<file path="src/rtl/alu_ctrl_arb.sv">
// Two-port round-robin arbiter and sequencer for the shared 16-bit registered ALU.
// Traps illegal opcodes and divide-by-zero before issue; returns tagged responses.
module alu_ctrl_arb #(
    parameter int W = 16
) (
    input  logic         clk,
    input  logic         rst,
    input  logic         req0_valid,
    output logic         req0_ready,
    input  logic [3:0]   req0_op,
    input  logic [W-1:0] req0_a,
    input  logic [W-1:0] req0_b,
    input  logic         req1_valid,
    output logic         req1_ready,
    input  logic [3:0]   req1_op,
    input  logic [W-1:0] req1_a,
    input  logic [W-1:0] req1_b,
    output logic         resp_valid,
    input  logic         resp_ready,
    output logic         resp_id,
    output logic [W-1:0] resp_data,
    output logic         resp_zero,
    output logic         resp_carry,
    output logic         resp_err,
    output logic         busy,
    output logic [W-1:0] alu_a,
    output logic [W-1:0] alu_b,
    output logic [3:0]   alu_fn,
    input  logic [W-1:0] alu_out,
    input  logic         alu_zero,
    input  logic         alu_carry
);

    typedef enum logic [1:0] {IDLE, EXEC, CAPT, RESP} state_t;

    state_t       state_q, state_d;
    logic         ptr_q, ptr_d;
    logic         id_q, id_d;
    logic [3:0]   op_q, op_d;
    logic [W-1:0] alu_a_q, alu_a_d;
    logic [W-1:0] alu_b_q, alu_b_d;
    logic [3:0]   alu_fn_q, alu_fn_d;
    logic [W-1:0] data_q, data_d;
    logic         zero_q, zero_d;
    logic         carry_q, carry_d;
    logic         err_q, err_d;

    logic         gnt;
    logic [3:0]   sel_op;
    logic [W-1:0] sel_a, sel_b;
    logic         legal;

    always_comb begin
        // On a tie the port not granted last wins; otherwise whichever is valid.
        gnt    = (req0_valid && req1_valid) ? ~ptr_q : req1_valid;
        sel_op = gnt ? req1_op : req0_op;
        sel_a  = gnt ? req1_a  : req0_a;
        sel_b  = gnt ? req1_b  : req0_b;
        legal  = (sel_op <= 4'd8) && !((sel_op == 4'd3) && (sel_b == '0));
    end

    always_comb begin
        state_d    = state_q;
        ptr_d      = ptr_q;
        id_d       = id_q;
        op_d       = op_q;
        alu_a_d    = alu_a_q;
        alu_b_d    = alu_b_q;
        alu_fn_d   = alu_fn_q;
        data_d     = data_q;
        zero_d     = zero_q;
        carry_d    = carry_q;
        err_d      = err_q;
        req0_ready = 1'b0;
        req1_ready = 1'b0;

        case (state_q)
            IDLE: begin
                if (!rst && (req0_valid || req1_valid)) begin
                    req0_ready = !gnt;
                    req1_ready = gnt;
                    ptr_d      = gnt;
                    id_d       = gnt;
                    op_d       = sel_op;
                    if (legal) begin
                        alu_a_d  = sel_a;
                        alu_b_d  = sel_b;
                        alu_fn_d = sel_op;
                        state_d  = EXEC;
                    end else begin
                        data_d  = '0;
                        zero_d  = 1'b0;
                        carry_d = 1'b0;
                        err_d   = 1'b1;
                        state_d = RESP;
                    end
                end
            end
            EXEC: state_d = CAPT;
            CAPT: begin
                // ALU carry is sticky across non-add ops, so only trust it for add.
                data_d  = alu_out;
                zero_d  = alu_zero;
                carry_d = (op_q == 4'd0) ? alu_carry : 1'b0;
                err_d   = 1'b0;
                state_d = RESP;
            end
            RESP: begin
                if (resp_ready) state_d = IDLE;
            end
            default: state_d = IDLE;
        endcase
    end

    always_ff @(posedge clk) begin
        if (rst) begin
            state_q  <= IDLE;
            ptr_q    <= 1'b1;
            id_q     <= 1'b0;
            op_q     <= '0;
            alu_a_q  <= '0;
            alu_b_q  <= '0;
            alu_fn_q <= '0;
            data_q   <= '0;
            zero_q   <= 1'b0;
            carry_q  <= 1'b0;
            err_q    <= 1'b0;
        end else begin
            state_q  <= state_d;
            ptr_q    <= ptr_d;
            id_q     <= id_d;
            op_q     <= op_d;
            alu_a_q  <= alu_a_d;
            alu_b_q  <= alu_b_d;
            alu_fn_q <= alu_fn_d;
            data_q   <= data_d;
            zero_q   <= zero_d;
            carry_q  <= carry_d;
            err_q    <= err_d;
        end
    end

    assign resp_valid = (state_q == RESP);
    assign busy       = (state_q != IDLE);
    assign resp_id    = id_q;
    assign resp_data  = data_q;
    assign resp_zero  = zero_q;
    assign resp_carry = carry_q;
    assign resp_err   = err_q;
    assign alu_a      = alu_a_q;
    assign alu_b      = alu_b_q;
    assign alu_fn     = alu_fn_q;

endmodule

</file>
<file path="config.mk">
export PLATFORM = sky130hd
export DESIGN_NAME = alu_ctrl_arb
export DESIGN_NICKNAME = d
export VERILOG_FILES = /design/src/rtl/alu_ctrl_arb.sv
export SDC_FILE = /design/constraint.sdc
export NUM_CORES = 1
export LEC_CHECK = 0
export ABC_AREA = 1
export BUFFER_PORTS_ARGS = -buffer_cell sky130_fd_sc_hd__buf_2
export CORE_MARGIN = 10
export CORE_UTILIZATION = 48
export CTS_BUF_LIST = sky130_fd_sc_hd__clkbuf_8
export CTS_CLUSTER_SIZE = 14
export DETAILED_ROUTE_END_ITERATION = 12
export GPL_TIMING_DRIVEN = 0
export PLACE_DENSITY = 0.86
export SETUP_SLACK_MARGIN = 0.2
export SKIP_CTS_REPAIR_TIMING = 1
export SYNTH_ARGS = -nofsm -noshare
export SYNTH_HDL_FRONTEND = slang
export SYNTH_SLANG_ARGS = --single-unit
</file>
<file path="constraint.sdc">
create_clock -name clk -period 2.29 [get_ports clk]
set_input_delay 0.3435 -clock clk [delete_from_list [all_inputs] [get_ports clk]]
set_output_delay 0.3435 -clock clk [all_outputs]
set_load 0.01 [all_outputs]
</file>
; After elaboration in Yosys (flattened, before gate mapping)
; Cells that the tools add are included.
; W data, S select, Z words.
[totals]
wordCells = 60
rom_bits = 0
latchBits = 0
memories = 0
reg_bits = 63
output_inout_bits = 60
mem_bits_rw = 0
[classes]
n_addsub = 0
n_reduce_logical = 17
n_shift = 0
bitwise_logic = 1
n_mul = 0
n_lt_le_gt_ge = 1
eq_ne = 7
mux = 23
n_div = 0
[ops]
columns = cell, count
row1 = $mux W16, 4
row2 = $pmux W16 S2, 1
row3 = $logic_not A16 Y1, 1
row4 = $mux W1, 10
row5 = $pmux W2 S4, 1
row6 = $mux W2, 3
row7 = $pmux W1 S2, 3
row8 = $reduce_and A3 Y1, 2
row9 = $eq A2 B2 Y1 const B, 2
row10 = $eq A4 B2 Y1 const B, 1
row11 = $le A4 B4 Y1 const B, 1
row12 = $logic_and A1 B1 Y1, 4
row13 = $logic_not A4 Y1, 1
row14 = $mux W4, 1
row15 = $ne A2 B2 Y1 const B, 2
row16 = $reduce_and A2 Y1, 2
row17 = $reduce_bool A2 Y1, 2
row18 = $logic_not A1 Y1, 3
row19 = $eq A2 B1 Y1 const B, 1
row20 = $logic_not A2 Y1, 1
row21 = $ne A2 B1 Y1 const B, 1
row22 = $logic_or A1 B1 Y1, 1
row23 = $not A1 Y1, 1

; Depth between registers and ports, before layout
[logic_depth]
depth_word = 10
ltp_mapped = 16

; Least setup slack after synthesis
; No wires, ideal clock.
[synth_timing]
kind = input port to flip-flop
startpoint = input port req0_valid
endpoint = register zero_q (netlist: resp_zero)
required_ps = 2176
stages = 16
slack_ps = 525
arrival_ps = 1651
path_cell_list = nand2_4 nand2_4 buf_6 nand2_1 nand2_1 nor2_1 nand2_1 nor2_1 nand3_2 nand2_2 nand2_4 nand2_4 buf_12 nand2_1 nand2_1 nor2_2
[synth_via]
elab_chain_cells = 9
elab_cells_between_ends = 15
cone_classes = order compare (1) / eq/ne (3) / mux (3) / reduce/logical (8)
[synth_lines]
columns = element, line
row1 = from (decl), 8  ; input logic req0_valid,
row2 = $logic_and A1 B1 Y1, 55  ; gnt = (req0_valid && req1_valid) ? ~ptr_q : req1_valid;
row3 = $mux W1, 55
row4 = $mux W16 or $mux W4 (tied branches), "58, 56"
row5 = $logic_not A16 Y1 or $eq A4 B2 Y1 (tied branches), 59  ; legal = (sel_op <= 4'd8) && !((sel_op == 4'd3) && (sel_b == '0));
row6 = $logic_and A1 B1 Y1, 59
row7 = $logic_not A1 Y1, 59
row8 = $logic_and A1 B1 Y1, 59
row9 = $ne A2 B2 Y1 (no line), -
row10 = $reduce_and A3 Y1 (no line) *, -
row11 = to (signal assigned), 137  ; zero_q <= zero_d;
row12 = to (decl), 44  ; logic zero_q, zero_d;
; Every way passes the cells marked *; elsewhere a longest branch is shown, timed or not.
; A chain may end at the register's enable or synchronous reset.

; Worst setup path in the final report
[layout_timing]
startpoint = register state_q[0]
endpoint = output port req1_ready
[layout_via]
elab_chain_cells = 2
[layout_lines]
columns = element, line
row1 = from (decl), 36  ; state_t state_q, state_d;
row2 = from (signal assigned), 129  ; state_q <= state_d;
row3 = $logic_not A2 Y1, 77  ; case (state_q)
row4 = $mux W1, 77
row5 = to (decl), 14  ; output logic req1_ready,
; No other way between the ends.

==> flow_metrics.py <==
metrics = {
    "worst_setup_path": {
        "required_ns": 1.95,
        "cp_cell_sequence": "inv_1 -> ha_2 -> inv_2 -> nor2_4 -> inv_1 -> buf_2 -> nor2_1 -> buf_2",
        "startpoint_type": "flip-flop",
        "cp_slowest_stage_delay_ns": 0.31,
        "cp-endpoint": "req1_ready",
        "cpMaxStageDelayCell": "dfxtp_1",
        "cp_max_fo": 10,
        "crit_buf_inv": 5,
        "rr_endpoint": "resp_zero$_SDFFE_PP0P_",
        "reg2reg_slack_ns": 0.34,
        "r2r_start": "ptr_q$_SDFFE_PP1P_",
        "cp_top_family": "buffers and inverters",
        "rr_worst_depth": 16,
        "critical_path_class": "flip-flop to primary output",
        "startpoint": "state_q[0]$_SDFFE_PP0P_",
        "critical_path_depth": 8,
        "critPathArrivalTime_ns": 1.67,
        "cp-end-kind": "primary output",
    },
    "power_and_ir_drop": {
        "peakVddDrop_v": 0.0006316,
        "powerDensity_mw_per_mm2": 892.6,
        "finalPower_mw": 3.795,
        "p_leak_nw": 2.148,
    },
    "global_route": {
        "gr-total-overflow": 0,
        "grt_first_pass_wirelength_um": 15320,
        "antenna_found_initial": 0,
        "track_usage_pct": 18.00,
        "grt_max_degree": 11,
        "grt_pass1_vias": 3358,
    },
    "clock_network": {
        "h-tree-depth": 3,
        "cts.clk_slew.worst_paths_ns": 0.07,
        "clock_latency_ns": 0.32,
        "cts-buffers-inserted": 9,
        "tritoncts": "built",
        "clockBufferDepth": 2,
        "root_buffer": "clkbuf_8",
        "cts.sinks": 63,
    },
    "yosys": {
        "syn_area_mm2": 0.003161,
        "ys_seq_elements": 63,
        "avgSynthCellArea_um2": 7.282,
        "yosysWarnings": 0,
        "ys_types": 30,
        "syn_nets": 532,
        "yosys.area.top_type": "dfxtp_1",
        "synth_top_area_share_pct": 39.90,
        "yosysSeqAreaShare_pct": 39.90,
        "syn_inst": 434,
        "ys_top_cells_by_area": "dfxtp_1, nand2_1, a21oi_1, mux2_2, nand3_1",
    },
    "finish": {
        "ff_latch_area_mm2": 0.001262,
        "syn2layout_area_growth_pct": 34.52,
        "drive_gt1_share_pct": 37.93,
        "multi_input_area_mm2": 0.001673,
        "fillers": 580,
        "antenna_cells": 0,
        "nets": 702,
        "stdcell_area_mm2": 0.004252,
    },
    "timing": {
        "drv_slew": 0,
        "hold_viol_final": 0,
        "finalCritPeriodShare_pct": 87.74,
        "setup_violations": 0,
        "setup_ws_ns": 0.2808,
        "finalSetupTns_ns": 0,
        "fmax_mhz": 497.7,
        "relSlewSlack_pct": 66.22,
        "finalClockSkew_ns": 0.004483,
        "worstMarginPinSlew_ns": 0.5066,
        "grt_setup_unrepaired": "yes",
        "min_period_ns": 2.009,
    },
    "placement": {
        "gp_congestion": 0.8506,
        "dpl.hpwl_um": 7732,
        "preCtsSetupSlack_ns": 0.09253,
        "numPortBuffers": 154,
        "post_dp_cell_area_mm2": 0.004028,
    },
    "detailed_routing": {
        "ant_nets": 0,
        "wire_per_inst_um": 14.20,
        "drc": 0,
        "met3_length_um": 769,
        "routed-wl-met2_um": 4952,
        "highest_layer": "met4",
        "drt-met1-wl_um": 3838,
        "via_count": 3369,
        "drt-total-wl_um": 9742,
        "dr.pass1.iters": 5,
        "vias_per_cell": 4.911,
        "drt-initial-drc-count": 103,
    },
    "die": {
        "ios": 155,
        "std_cell_rows": 29,
        "die_h_um": 101.1,
        "start_util_pct": 49.49,
        "dieArea_mm2": 0.01023,
        "core_mm2": 0.006386,
        "die_w_um": 101.1,
    },
    "outcome": {
        "status": "finished clean",
    },
    "hold_path": {
        "hold_class": "input pin to flip-flop",
    },
    "flow_run": {
        "max_cap_viol_count": 0,
    },
}
[per-layer routing]
layer	track usage [%]	vias to the layer above
met2	32.03	101
met1	19.43	1515
li1	-	1739
met5	0	-
met4	6.431	0
met3	5.922	14
[worst min path at each step]
stage | slack (ns) | depth (start not counted) | end | from
after detailed placement | 0.45 | 2 | alu_a[14]$_SDFFE_PP0P_ | alu_a[14]$_SDFFE_PP0P_
final | 0.33 | 5 | resp_data[10]$_SDFFE_PP0P_ | alu_out[10]
after CTS | 0.32 | 5 | resp_data[10]$_SDFFE_PP0P_ | alu_out[10]
after global routing | 0.37 | 5 | resp_carry$_SDFFE_PP0P_ | alu_carry
after global placement | 0.45 | 2 | alu_a[12]$_SDFFE_PP0P_ | alu_a[12]$_SDFFE_PP0P_
after floorplan | 0.45 | 2 | op_q[0]$_SDFFE_PP0P_ | op_q[0]$_SDFFE_PP0P_
[layout by cell type, fill, tap and decap left out, drive strengths merged]
cell,count
clkinv,3
nand2,168
clkbuf,23
o21a,1
a21boi,10
clkinvlp,1
buf,172
or2,1
ha,3
a31oi,1
nand3b,11
dfxtp,63
a21oi,40
nor4,1
nor2,40
o21ai,12
nand3,26
inv,17
mux2,16
[sequential cells by signal, summed over array words and instances, names as in the netlist]
name and count:
ptr_q 1, alu_fn 4, resp_data 16, resp_zero 1, resp_carry 1, alu_b 16
resp_err 1, op_q 4, resp_id 1, alu_a 16, state_q 2
[logic make-up (layout without fill, tap and decap cells)]
logic type | after synthesis | after routing | synth area share [%]
compound gates | 64 | 64 | 11.28
fa+ha+maj | 3 | 3 | 1.188
buf+inv | 41 | 216 | 7.561
flops | 63 | 63 | 39.91
mux | 16 | 16 | 5.701
simple gates | 247 | 247 | 34.36
[per-stage QoR]
step	util [%]	std cells	hold slack, ns
after global placement	63.07	665	0.4485
after CTS	65.54	681	0.3168
after detailed placement	63.07	665	0.4517
after floorplan	-	434	0.4534
after global routing	66.58	686	0.3662
final	66.58	686	0.3273
[where the power goes]
group          switching, mW  internal [mW]  total (mW)  leakage [nW]
clock network          0.411          0.375       0.785        0.0926
logic                  0.896          0.679        1.58          1.54
registers              0.117           1.32        1.43         0.514
[tightest hold or removal path: stages]
cell	delay, ns
buf_2	0.09
nand2_1	0.05
nand2_1	0.05
nand2_1	0.05
nor2_1	0.03
[synth_stat cells]
master    instances
nor2_2            8
a21boi_0          9
nor2_4            1
o21ai_2           2
a31oi_1           1
clkbuf_1         12
nand3_1          24
buf_12            1
o21ai_0           9
buf_4             3
or2_2             1
o21ai_1           1
buf_6             7
nand2_1         162
a21boi_1          1
dfxtp_1          63
nand3_2           1
ha_1              3
inv_1            13
a21oi_1          40
nand3_4           1
o21a_1            1
mux2_2           16
buf_2             4
nand3b_1         11
nor2_1           31
inv_2             1
nor4_1            1
nand2_4           4
nand2_2           2
[final cells by class]
class	count	share of cell area, %
multi-input combinational	330	39.35
sequential	63	29.69
timing repair buffer	159	19.01
buffer	27	4.679
clock buffer	9	2.913
tap	77	2.266
inverter	14	1.295
clock inverter	7	0.7946
No activity file was read; power rests on OpenSTA's default activity.
